--- src/rtl/stack_pkg.sv ---
// Shared constants for the RPN stack controller: data widths, opcodes and FSM encodings.
package stack_pkg;

  localparam int unsigned DEPTH = 16;
  localparam int unsigned DW    = 32;
  localparam int unsigned CW    = 5;

  typedef enum logic [2:0] {
    OP_PUSH = 3'd0,
    OP_ADD  = 3'd1,
    OP_SUB  = 3'd2,
    OP_AND  = 3'd3,
    OP_OR   = 3'd4,
    OP_XOR  = 3'd5,
    OP_DUP  = 3'd6,
    OP_PEEK = 3'd7
  } op_e;

  localparam logic [2:0] ST_IDLE   = 3'd0;
  localparam logic [2:0] ST_POP_B  = 3'd1;
  localparam logic [2:0] ST_WAIT_A = 3'd2;
  localparam logic [2:0] ST_POP_A  = 3'd3;
  localparam logic [2:0] ST_PUSH_R = 3'd4;
  localparam logic [2:0] ST_SETTLE = 3'd5;
  localparam logic [2:0] ST_OUT    = 3'd6;
  localparam logic [2:0] ST_ERROR  = 3'd7;

  function automatic logic is_binop(op_e op);
    return (op == OP_ADD) || (op == OP_SUB) || (op == OP_AND) ||
           (op == OP_OR)  || (op == OP_XOR);
  endfunction

endpackage

--- src/rtl/stack_rpn_ctrl_if.sv ---
// Command handshake between a host and the RPN controller.
interface stack_rpn_ctrl_if;
  import stack_pkg::*;

  logic          cmd_stb;
  logic [2:0]    cmd_op;
  logic [DW-1:0] cmd_dat;
  logic          cmd_ack;

  modport master (output cmd_stb, output cmd_op, output cmd_dat, input cmd_ack);
  modport slave  (input cmd_stb, input cmd_op, input cmd_dat, output cmd_ack);

endinterface

--- src/rtl/rpn_alu.sv ---
// Combinational result mux for the binary opcodes; a is the deeper operand.
module rpn_alu
  import stack_pkg::*;
(
  input  op_e           op_i,
  input  logic [DW-1:0] a_i,
  input  logic [DW-1:0] b_i,
  output logic [DW-1:0] res_o
);

  always_comb begin
    res_o = '0;
    case (op_i)
      OP_ADD:  res_o = a_i + b_i;
      OP_SUB:  res_o = a_i - b_i;
      OP_AND:  res_o = a_i & b_i;
      OP_OR:   res_o = a_i | b_i;
      OP_XOR:  res_o = a_i ^ b_i;
      default: res_o = '0;
    endcase
  end

endmodule

--- src/rtl/stack_rpn_ctrl.sv ---
// Sequences PUSH/DUP/PEEK and binary RPN ops against an external registered-top stack.
//
// state  | meaning
// IDLE   | ready, cmd_ack=1, top of stack valid on stk_pop_dat_i
// POP_B  | pop operand B (latched at accept)
// WAIT_A | let the stack register the new top
// POP_A  | latch operand A, pop it, compute result
// PUSH_R | push the pending value (result, PUSH data or DUP copy)
// SETTLE | let the stack register the pushed top
// OUT    | PEEK result pulse
// ERROR  | one-cycle error pulse for underflow/overflow
module stack_rpn_ctrl
  import stack_pkg::*;
#(
  parameter int unsigned DEPTH = stack_pkg::DEPTH
) (
  input  logic                   clk_i,
  input  logic                   rst_ni,
  stack_rpn_ctrl_if.slave        cmd,
  output logic                   stk_push_stb_o,
  output logic [DW-1:0]          stk_push_dat_o,
  output logic                   stk_pop_stb_o,
  input  logic [DW-1:0]          stk_pop_dat_i,
  output logic                   res_stb_o,
  output logic [DW-1:0]          res_dat_o,
  output logic                   err_o,
  output logic [CW-1:0]          depth_o
);

  localparam logic [CW-1:0] FULL = CW'(DEPTH);

  logic [2:0]    state_q, state_d;
  logic [CW-1:0] depth_q, depth_d;
  op_e           op_q, op_d;
  logic [DW-1:0] b_q, b_d;
  logic [DW-1:0] res_q, res_d;
  logic [DW-1:0] alu_res;
  op_e           cmd_op;

  assign cmd_op = op_e'(cmd.cmd_op);

  rpn_alu u_alu (
    .op_i  (op_q),
    .a_i   (stk_pop_dat_i),
    .b_i   (b_q),
    .res_o (alu_res)
  );

  always_comb begin
    state_d = state_q;
    depth_d = depth_q;
    op_d    = op_q;
    b_d     = b_q;
    res_d   = res_q;
    case (state_q)
      ST_IDLE: begin
        if (cmd.cmd_stb) begin
          op_d = cmd_op;
          case (cmd_op)
            OP_PUSH: begin
              if (depth_q == FULL) begin
                state_d = ST_ERROR;
              end else begin
                res_d   = cmd.cmd_dat;
                state_d = ST_PUSH_R;
              end
            end
            OP_DUP: begin
              if ((depth_q == '0) || (depth_q == FULL)) begin
                state_d = ST_ERROR;
              end else begin
                res_d   = stk_pop_dat_i;
                state_d = ST_PUSH_R;
              end
            end
            OP_PEEK: begin
              if (depth_q == '0) begin
                state_d = ST_ERROR;
              end else begin
                res_d   = stk_pop_dat_i;
                state_d = ST_OUT;
              end
            end
            default: begin
              if (depth_q < CW'(2)) begin
                state_d = ST_ERROR;
              end else begin
                b_d     = stk_pop_dat_i;
                state_d = ST_POP_B;
              end
            end
          endcase
        end
      end
      ST_POP_B: begin
        depth_d = depth_q - CW'(1);
        state_d = ST_WAIT_A;
      end
      ST_WAIT_A: state_d = ST_POP_A;
      ST_POP_A: begin
        res_d   = alu_res;
        depth_d = depth_q - CW'(1);
        state_d = ST_PUSH_R;
      end
      ST_PUSH_R: begin
        depth_d = depth_q + CW'(1);
        state_d = ST_SETTLE;
      end
      ST_SETTLE: state_d = ST_IDLE;
      ST_OUT:    state_d = ST_IDLE;
      ST_ERROR:  state_d = ST_IDLE;
      default:   state_d = ST_IDLE;
    endcase
  end

  always_ff @(posedge clk_i) begin
    if (!rst_ni) begin
      state_q <= ST_IDLE;
      depth_q <= '0;
      op_q    <= OP_PUSH;
      b_q     <= '0;
      res_q   <= '0;
    end else begin
      state_q <= state_d;
      depth_q <= depth_d;
      op_q    <= op_d;
      b_q     <= b_d;
      res_q   <= res_d;
    end
  end

  assign cmd.cmd_ack     = (state_q == ST_IDLE);
  assign stk_push_stb_o  = (state_q == ST_PUSH_R);
  assign stk_push_dat_o  = stk_push_stb_o ? res_q : '0;
  assign stk_pop_stb_o   = (state_q == ST_POP_B) || (state_q == ST_POP_A);
  // Only binary ops report their pushed value as a result; PUSH/DUP stay silent.
  assign res_stb_o       = ((state_q == ST_PUSH_R) && is_binop(op_q)) || (state_q == ST_OUT);
  assign res_dat_o       = res_stb_o ? res_q : '0;
  assign err_o           = (state_q == ST_ERROR);
  assign depth_o         = depth_q;

endmodule
--- src/flat_wrapper.sv ---
// flat-port wrapper written by rule: the top's interface ports become plain ports
module stack_rpn_ctrl_flat import stack_pkg::*;
#(
  parameter int unsigned DEPTH = stack_pkg::DEPTH
)
  (clk_i, rst_ni, stk_push_stb_o, stk_push_dat_o, stk_pop_stb_o, stk_pop_dat_i, res_stb_o, res_dat_o, err_o, depth_o, cmd_cmd_stb, cmd_cmd_op, cmd_cmd_dat, cmd_cmd_ack);
  stack_rpn_ctrl_if cmd_i ();
  input  logic clk_i;
  input  logic rst_ni;
  output logic stk_push_stb_o;
  output logic [DW-1:0] stk_push_dat_o;
  output logic stk_pop_stb_o;
  input  logic [DW-1:0] stk_pop_dat_i;
  output logic res_stb_o;
  output logic [DW-1:0] res_dat_o;
  output logic err_o;
  output logic [CW-1:0] depth_o;
  input wire logic [$bits(cmd_i.cmd_stb)-1:0] cmd_cmd_stb;
  input wire logic [$bits(cmd_i.cmd_op)-1:0] cmd_cmd_op;
  input wire logic [$bits(cmd_i.cmd_dat)-1:0] cmd_cmd_dat;
  output wire logic [$bits(cmd_i.cmd_ack)-1:0] cmd_cmd_ack;
  assign cmd_i.cmd_stb = cmd_cmd_stb;
  assign cmd_i.cmd_op = cmd_cmd_op;
  assign cmd_i.cmd_dat = cmd_cmd_dat;
  assign cmd_cmd_ack = cmd_i.cmd_ack;
  stack_rpn_ctrl #(.DEPTH(DEPTH)) u_core (.clk_i(clk_i), .rst_ni(rst_ni), .cmd(cmd_i), .stk_push_stb_o(stk_push_stb_o), .stk_push_dat_o(stk_push_dat_o), .stk_pop_stb_o(stk_pop_stb_o), .stk_pop_dat_i(stk_pop_dat_i), .res_stb_o(res_stb_o), .res_dat_o(res_dat_o), .err_o(err_o), .depth_o(depth_o));
endmodule
--- config.mk ---
export PLATFORM = sky130hd
export DESIGN_NAME = stack_rpn_ctrl_flat
export DESIGN_NICKNAME = d
export VERILOG_FILES = /design/src/rtl/stack_pkg.sv /design/src/rtl/stack_rpn_ctrl_if.sv /design/src/rtl/rpn_alu.sv /design/src/rtl/stack_rpn_ctrl.sv /design/src/flat_wrapper.sv
export SDC_FILE = /design/constraint.sdc
export NUM_CORES = 1
export LEC_CHECK = 0
export ABC_CLOCK_PERIOD_IN_PS = 4900
export CAP_MARGIN = 30
export CORE_MARGIN = 3
export CORE_UTILIZATION = 55
export DETAILED_ROUTE_END_ITERATION = 7
export PLACE_DENSITY = 0.82
export SLEW_MARGIN = 10
export SYNTH_ARGS = -nofsm -noshare
export SYNTH_HDL_FRONTEND = slang
export SYNTH_HIERARCHICAL = 1
export SYNTH_SLANG_ARGS = --single-unit
--- constraint.sdc ---
create_clock -name clk_i -period 4.9 [get_ports clk_i]
set_input_delay 0.98 -clock clk_i [delete_from_list [all_inputs] [get_ports clk_i]]
set_output_delay 0.98 -clock clk_i [all_outputs]
set_load 0.01 [all_outputs]
==> impl_metrics.tcl <==
set metrics [dict create \
    async_flop_share_pct 0 \
    drc 0 \
    route.final.wire_length_um 25600 \
    syn_inst 1129 \
    grt_pass1_vias 7982 \
    drtIter0Drc 895 \
    rsz0062_at_grt "no" \
    rows 44 \
    cts.clk_slew.worst_paths_ns 0.07 \
    final_common_cell "clkdlybuf4s50_1" \
    synthFlopType "dfxtp_1" \
    worstSetupEndpointType "flip-flop" \
    root_buffer "clkbuf_16" \
    pwr-share-seq_pct 13.5 \
    drive_above_1_share_pct 7.03 \
    status "finished clean" \
    synth-edff-count 0 \
    gp_congestion 0.958 \
    htree_levels 3 \
    tightest_slew_ns 0.925 \
    die_w_um 131 \
    initial_core_util_pct 57.7 \
    core-area_mm2 0.0149 \
    setup_tns_ns 0 \
    clock_sink_count 75 \
    grt_overflow 0 \
    critPathArrivalTime_ns 4.77 \
    drv_slew 0 \
    worstSkewPairLatency_ns 0.35 \
    layout.nets 1404 \
    p_comb_share_pct 77.1 \
    final_cells 1423 \
    clock.fmax_mhz 223 \
    yosysWarnings 6 \
    whs_ns 0.532 \
    syn-num-nets 1300 \
    dp_cells 1406 \
    final_cell_mix "143 x clkdlybuf4s50_1, 102 x inv_1, 101 x and2_1, 99 x ha_1, 77 x o21ai_0" \
    min_period_ns 4.48 \
    grt_max_degree 75 \
    synthesis.area_mm2 0.00857 \
    area_growth_pct 21.1 \
    cts_tree "built" \
    clockBufferDepth 2 \
    p_switching_uw 3600 \
    sw_frac_of_total_pct 51.4 \
    internal-power_uw 3400 \
    ys_ff_latch 75 \
    grtUsageTotal_pct 29.4 \
    placed_area_mm2 0.0101 \
    dr.pass1.iters 5 \
    finalCritPeriodShare_pct 91.4 \
    cts_hold_buf 0 \
    crit_path_start_kind "flip-flop" \
    power_density_mw_per_mm2 674 \
    die_height_um 131 \
    hold_viol 0 \
    antenna_found_initial 0 \
    grt_pass1_wl_um 40600 \
    required_ns 5.19 \
    power_frac_clock_pct 9.5 \
    syn_area_per_cell_um2 7.59 \
    numPortBuffers 143 \
    worst_slack_ns 0.420 \
    max-cap-violations 0 \
    path_class "reg2reg" \
    hp-class "reg2reg" \
    fillers 1235 \
    final_area_mm2 0.0104 \
    cts_resized 0 \
    io_pins 144 \
    final_antenna_net_count 0 \
    post_cts_buffers 0 \
    skew_ns 0.00840 \
    setup-violations-final 0 \
    critPathMaxFanout 6 \
    num_vias 8727 \
    seq_area_frac_synth_pct 17.5 \
    cts_made_buffers 9 \
    avgViaCountPerCell 6.13 \
    wl_per_cell_um 18.0 \
    ys_types 67 \
    power.leakage_uw 0.00429 \
    irDropWorstVdd_uv 367 \
    die_area_mm2 0.0171 \
    slew_headroom_pct 38.3 \
    pre_cts_slack_ns 0.553 \
    hpwl_um 18900 \
]
==> path summary, 6_finish.rpt <==
path                            cells after the start  slack (ns)                   startpoint                            end
worst min-delay path                                2        0.53   u_core/b_q[7]$_SDFFE_PN0P_     u_core/b_q[7]$_SDFFE_PN0P_
worst max-delay path                               19        0.42  u_core/b_q[11]$_SDFFE_PN0P_  u_core/res_q[28]$_SDFFE_PN0P_
worst min register to register                      2        0.53   u_core/b_q[7]$_SDFFE_PN0P_     u_core/b_q[7]$_SDFFE_PN0P_
worst max register to register                     19        0.42  u_core/b_q[11]$_SDFFE_PN0P_  u_core/res_q[28]$_SDFFE_PN0P_
==> registers in the layout, summed over array words and instances (netlist names) <==
name / count
u_core/b_q: 32
u_core/depth_o: 5
u_core/op_q: 3
u_core/res_q: 32
u_core/state_q: 3
==> synth_stat cells (all sizes together), types with 7 or more instances <==
master  count  share of area [%]
inv       103                4.5
and2      101                7.4
ha         99                 14
o21ai      79                4.7
dfxtp      75                 18
nor2       71                3.1
nand2      67                2.9
a211oi     66                5.8
clkbuf     59                2.6
a21oi      54                3.2
xnor2      41                4.2
and3       40                2.9
mux2i      38                4.4
mux2       32                4.2
a22oi      24                2.1
xor2       17                1.7
a21o       13                1.1
nand2b     13               0.95
buf        12                1.0
nor3       11               0.70
nand3       9               0.53
nand4       8               0.58
nor4        8               0.76
o31ai       8               0.76
a31oi       7               0.51
o21a        7               0.61
==> power groups by stage <==
stage | Combinational [uW] | Clock, uW | Sequential [uW]
floorplan | 4110 | 0 | 881
global placement | 5170 | 0 | 940
detailed placement | 5230 | 0 | 949
CTS | 5280 | 667 | 938
global route | 5920 | 689 | 970
finish | 5390 | 661 | 942
==> cell type report <==
cell class | count | area [um2] | area share (%)
inverter | 103 | 387 | 3.72
tap | 184 | 230 | 2.22
antenna | 1 | 2.50 | 0.0241
clock buffer | 9 | 225 | 2.17
multi-input combinational | 880 | 6380 | 61.5
timing repair buffer | 164 | 1590 | 15.3
sequential | 75 | 1500 | 14.5
clock inverter | 7 | 61.3 | 0.591
==> critical path, cell delays in order, from the launching register on <==
cell,delay [ns]
dfxtp_1,0.35
or3_1,0.40
or3_1,0.34
nand2b_1,0.21
nor2_2,0.29
nand2_1,0.18
nand2_1,0.14
xnor2_1,0.13
ha_1,0.32
a21oi_1,0.21
o21ai_0,0.16
a21o_1,0.21
a21oi_1,0.14
nor2_1,0.05
o41a_1,0.41
o21a_1,0.20
o31ai_2,0.20
inv_1,0.08
a211oi_1,0.21
mux2_2,0.19
==> cell families after synthesis <==
kind of cell               Yosys count  share of synthesized area, %
buffers and inverters              174                          8.13
and+or+nand+nor                    352                          22.1
adders and majority gates          101                          14.9
xor gates and xnor gates            58                          5.93
AOI/OAI and AO/OA                  299                          22.7
DFF                                 75                          17.5
muxes                               70                          8.64
==> metrics by stage <==
step / utilization [%] / total power (uW)
5_1_grt: 69.8 / 7580
6_report: 69.8 / 7000
4_1_cts: 69.8 / 6880
2_1_floorplan: - / 4990
3_3_place_gp: 67.9 / 6110
3_5_place_dp: 67.9 / 6180
==> per-layer routing <==
| metal | GRT usage (%) | wire length [um] | up-vias |
|---|---|---|---|
| li1 | - | - | 4168 |
| met1 | 41.2 | 11600 | 4135 |
| met2 | 47.6 | 11500 | 392 |
| met3 | 3.37 | 2170 | 32 |
| met4 | 8.59 | 420 | 0 |
| met5 | 0 | 0 | - |
(Power assumes the default switching activity.)
